File: src/rtl/update_cycle_scheduler.sv
// Schedules backend update cycles: trigger, wait for completion (bounded by a timeout),
// optional holdoff, repeating until the target count is reached, aborted or timed out.
module update_cycle_scheduler #(
  parameter int PERIOD_WIDTH   = 16,
  parameter int COUNT_WIDTH    = 16,
  parameter int TIMEOUT_CYCLES = 1024
) (
  input  logic                    clock,
  input  logic                    reset_n,
  input  logic                    start,
  input  logic                    abort,
  input  logic                    period_load,
  input  logic [PERIOD_WIDTH-1:0] period_value,
  input  logic [COUNT_WIDTH-1:0]  cycle_target,
  input  logic                    update_cycle_complete,
  output logic                    control_trigger,
  output logic                    busy,
  output logic                    done,
  output logic                    timeout_err,
  output logic [COUNT_WIDTH-1:0]  cycles_done
);

  localparam logic [1:0] IDLE    = 2'd0;
  localparam logic [1:0] TRIGGER = 2'd1;
  localparam logic [1:0] WAIT    = 2'd2;
  localparam logic [1:0] HOLDOFF = 2'd3;

  localparam int TIMER_WIDTH = $clog2(TIMEOUT_CYCLES + 1);
  localparam logic [TIMER_WIDTH-1:0] TIMER_LAST = TIMER_WIDTH'(TIMEOUT_CYCLES - 1);

  logic [1:0]              state_reg, state_next;
  logic [PERIOD_WIDTH-1:0] period_reg, period_next;
  logic [PERIOD_WIDTH-1:0] holdoff_reg, holdoff_next;
  logic [COUNT_WIDTH-1:0]  target_reg, target_next;
  logic [COUNT_WIDTH-1:0]  cycles_next, cycles_inc;
  logic [TIMER_WIDTH-1:0]  timer_reg, timer_next;
  logic                    done_next, error_next;

  assign cycles_inc = (&cycles_done) ? cycles_done : cycles_done + 1'b1;

  always_comb begin
    state_next   = state_reg;
    period_next  = period_load ? period_value : period_reg;
    holdoff_next = holdoff_reg;
    target_next  = target_reg;
    cycles_next  = cycles_done;
    timer_next   = timer_reg;
    done_next    = 1'b0;
    error_next   = timeout_err;

    case (state_reg)
      IDLE: begin
        if (start && !abort) begin
          state_next  = TRIGGER;
          cycles_next = '0;
          error_next  = 1'b0;
          target_next = cycle_target;
          timer_next  = '0;
        end
      end
      TRIGGER: begin
        state_next = WAIT;
        timer_next = '0;
      end
      WAIT: begin
        timer_next = timer_reg + 1'b1;
        // Completion outranks a timeout landing on the same cycle.
        if (update_cycle_complete) begin
          cycles_next = cycles_inc;
          if (target_reg != '0 && cycles_inc == target_reg) begin
            state_next = IDLE;
            done_next  = 1'b1;
          end else if (period_reg == '0) begin
            state_next = TRIGGER;
          end else begin
            state_next   = HOLDOFF;
            holdoff_next = period_reg - 1'b1;
          end
        end else if (timer_reg == TIMER_LAST) begin
          state_next = IDLE;
          error_next = 1'b1;
        end
      end
      default: begin
        if (holdoff_reg == '0) state_next = TRIGGER;
        else holdoff_next = holdoff_reg - 1'b1;
      end
    endcase

    // Abort overrides every other event and leaves the count untouched.
    if (abort && state_reg != IDLE) begin
      state_next  = IDLE;
      cycles_next = cycles_done;
      done_next   = 1'b0;
      error_next  = timeout_err;
    end
  end

  always_ff @(posedge clock or negedge reset_n) begin
    if (!reset_n) begin
      state_reg       <= IDLE;
      period_reg      <= '0;
      holdoff_reg     <= '0;
      target_reg      <= '0;
      timer_reg       <= '0;
      cycles_done     <= '0;
      done            <= 1'b0;
      timeout_err     <= 1'b0;
      busy            <= 1'b0;
      control_trigger <= 1'b0;
    end else begin
      state_reg       <= state_next;
      period_reg      <= period_next;
      holdoff_reg     <= holdoff_next;
      target_reg      <= target_next;
      timer_reg       <= timer_next;
      cycles_done     <= cycles_next;
      done            <= done_next;
      timeout_err     <= error_next;
      busy            <= (state_next != IDLE);
      control_trigger <= (state_next == TRIGGER);
    end
  end

endmodule

File: config.mk
export PLATFORM = sky130hd
export DESIGN_NAME = update_cycle_scheduler
export DESIGN_NICKNAME = d
export VERILOG_FILES = /design/src/rtl/update_cycle_scheduler.sv
export SDC_FILE = /design/constraint.sdc
export NUM_CORES = 1
export LEC_CHECK = 0
export CORE_UTILIZATION = 64
export DETAILED_ROUTE_END_ITERATION = 10
export DONT_BUFFER_PORTS = 1
export PLACE_DENSITY = 0.9
export SYNTH_ARGS = -nofsm -noshare
export SYNTH_HDL_FRONTEND = slang
export SYNTH_SLANG_ARGS = --single-unit
File: constraint.sdc
create_clock -name clock -period 4.9 [get_ports clock]
set_input_delay 0.98 -clock clock [delete_from_list [all_inputs] [get_ports clock]]
set_output_delay 0.98 -clock clock [all_outputs]
set_load 0.02 [all_outputs]
==> results.yml <==
status:
  status: "completed"
power_and_ir_drop:
  p_total_mw: 2.585
  net_switching_fraction_of_the_power_pct: 41.61
  power_per_cell_area_nw_per_um2: 472.9
  peakVddDrop_uv: 348.1
  pwr-share-seq_pct: 42.5
  intPower_mw: 1.510
  combinationalPowerShare_pct: 37.9
  pwr-share-clk_pct: 19.6
  switching_power_mw: 1.076
  leakagePower_nw: 2.146
clocking:
  clkSlewWorstSetupHoldPaths_ns: 0.10
  cts-resized-gates: 0
  clock_buffer_depth: 2
  tritoncts_num_sinks: 81
  root_buffer: "clkbuf_8"
  clkLatencyLatePin_ns: 0.36
  cts_post_setup_buffers_inserted: 0
  tritoncts.num_buffers: 9
  cts_tree: "built"
  hold_buffers: 0
  cts_htree_levels: 3
yosys:
  synth_enable_flop_cells: 0
  synth.area.mux_share_pct: 9.361
  flop_and_latch_count_out_of_synthesis: 81
  synth-compound-area-share_pct: 21.81
  synth.cell_area_um2: 5266
  yosysWarnings: 0
  synthDistinctLibCells: 76
  mappedNetlistNets: 618
  postSynth.asyncResetShare_pct: 100.0
  postSynthAreaPerCell_um2: 9.127
  synth_top_family_by_area: "simple AND/OR/NAND/NOR gates"
  synth.largest_area_cell: "dfrtp_1"
  synth-seq-area-share_pct: 38.49
  synth_xor_area_share_pct: 2.827
  post_synth_fa_ha_maj_area_fraction_pct: 0.7128
  synthDominantCellAreaShare_pct: 38.49
  synth-simple-area-share_pct: 22.50
  synthTopCellsByArea: "dfrtp_1 (38%), mux2_2 (7.3%), nor2_1 (4.0%)"
  dominantRegCellSynth: "dfrtp_1"
  synthCells: 577
die:
  chipHeight_um: 92.71
  die_width_um: 92.71
  ioPinCount: 58
  die-area_um2: 8595
  initial_core_util_pct: 67.11
  placementRows: 32
  core_region_area_um2: 7848
critical_path:
  startpoint_types: "flip-flop"
  crit_path_max_fo: 18
  worstPathArrival_ns: 4.21
  crit_path_end_kind: "flip-flop"
  timing.critical_path.required_ns: 5.18
  crit_type: "flip-flop to flip-flop"
global_route:
  grt_resource_usage_total_pct: 32.67
  first_pass_grt_wire_length_um: 22020
  grt_start_max_net_pins: 82
  overflow: 0
  grt_antenna_before_repair: 0
  via_count_of_the_first_global_routing_pass: 4381
timing:
  fin_tns_setup_ns: 0
  report.final.slew_viol_count: 0
  timing_worst_slew_pin_value_ns: 1.224
  clock_period_minus_final_worst_setup_slack_ns: 3.923
  hold_slack_ns: 0.3083
  clock_skew_ns: 0.01414
  min_period_over_period_pct: 80.07
  report.final.hold_viol_count: 0
  setup_viol: 0
  unrepaired_setup_endpoints_after_global_routing: "false"
  timing.slew.headroom_pct: 17.51
  maxClockFrequency_mhz: 254.9
placement:
  final_hpwl_from_detailed_placement_um: 9667
  finalWeightedCongestion: 0.9590
  placedCellCount: 649
  numPortBuffers: 0
layout:
  ff_latch_area_um2: 2027
  mostFrequentLayoutCell: "dfrtp_1"
  layout.filler_cells: 604
  most-common-layout-cells: "dfrtp_1 (81), nor2_1 (56), nand2_1 (45), o21ai_0 (39), a21oi_1 (38)"
  final-instance-count-excl-fill: 665
  multi_input_combinational_cell_area_um2: 3024
  layout-drive-gt1-share_pct: 14.74
  num_antenna_cells: 0
  synthToLayoutAreaGrowth_pct: 3.801
  final_nets: 599
  final_core_utilization_pct: 69.66
detailed_routing:
  first_iter_violations: 607
  num_vias: 4732
  avgRoutedWirePerCell_um: 20.51
  drtPass1Iterations: 5
  remaining_drc_errors: 0
  viasPerCell: 7.116
  total_wire_length_after_detailed_routing_um: 13640
  ant_nets: 0
worst_hold_path:
  type_of_the_worst_min_delay_path: "input pin to async pin"
job:
  max_cap_viol_count: 0
metrics by stage:
stage	worst slack, ns	instance area [µm²]
2_1_floorplan	1.339	5266
3_3_place_gp	1.178	5265
3_5_place_dp	1.050	5265
4_1_cts	1.007	5466
5_1_grt	0.7401	5466
6_report	0.9767	5466
per-layer routing:
| metal | up-vias | routed length, µm | GRT usage [%] |
|---|---|---|---|
| li1 | 2137 | - | - |
| met1 | 2259 | 5803 | 46.53 |
| met4 | 0 | 253 | 11.67 |
| met3 | 32 | 1512 | 8.128 |
| met2 | 304 | 6072 | 48.46 |
| met5 | - | 0 | 0 |
Yosys cell counts (all sizes together), types with 10 or more instances:
| cell type | number |
|---|---|
| dfrtp | 81 |
| mux2 | 34 |
| a31oi | 15 |
| buf | 23 |
| xnor2 | 10 |
| nand2 | 45 |
| mux2i | 11 |
| a211oi | 11 |
| a21oi | 38 |
| clkbuf | 14 |
| and3 | 13 |
| nor2 | 56 |
| nor4 | 16 |
| o21ai | 39 |
| nor3 | 19 |
| nand3 | 17 |
| nand4 | 11 |
cell type report:
type                    count  area share, %
multi-input cells         450          55.32
flip-flops and latches     81          37.08
well taps                 102          2.335
clock buffers               9          2.266
clock inverters             7          1.419
inverters                   9         0.6180
repair buffers              7         0.9613
power groups by stage:
stage,Clock (mW),Combinational (mW),Sequential (mW)
after CTS,0.514,0.957,1.09
after detailed placement,0,0.953,1.10
final,0.506,0.980,1.10
after floorplan,0,0.806,0.996
after global routing,0.540,1.07,1.12
after global placement,0,0.911,1.09
cells by family (layout without fill, tap and decap cells):
| group | Yosys count | count (layout) |
|---|---|---|
| flip-flops | 81 | 81 |
| AO/OA/AOI/OAI | 166 | 166 |
| buffers and inverters | 46 | 32 |
| multiplexers | 45 | 45 |
| adder cells (fa/ha/maj) | 3 | 3 |
| XOR/XNOR | 17 | 17 |
| AND/OR/NAND/NOR | 219 | 219 |
path summary, 6_finish.rpt:
path	startpoint	endpoint	slack [ns]	depth (start not counted)
min in group clock	timer_reg[9]	timer_reg[9]	0.50	1
worst max register to register	cycles_done[0]	holdoff_reg[4]	0.98	9
worst min register to register	timer_reg[9]	timer_reg[9]	0.50	1
max in group asynchronous	reset_n	cycles_done[7]	4.45	0
worst max-delay path	cycles_done[0]	holdoff_reg[4]	0.98	9
worst min-delay path	reset_n	period_reg[4]	0.31	0
worst max-delay path, stage by stage, from the launching register on:
cell      delay, ns
dfrtp_1        0.58
ha_1           0.49
nand4_2        0.28
nor4_1         0.59
mux2i_1        0.28
xor2_1         0.22
nand3b_1       0.13
or4_1          0.78
and4_4         0.33
a211oi_2       0.18
Power figures use the tool's default switching activity.
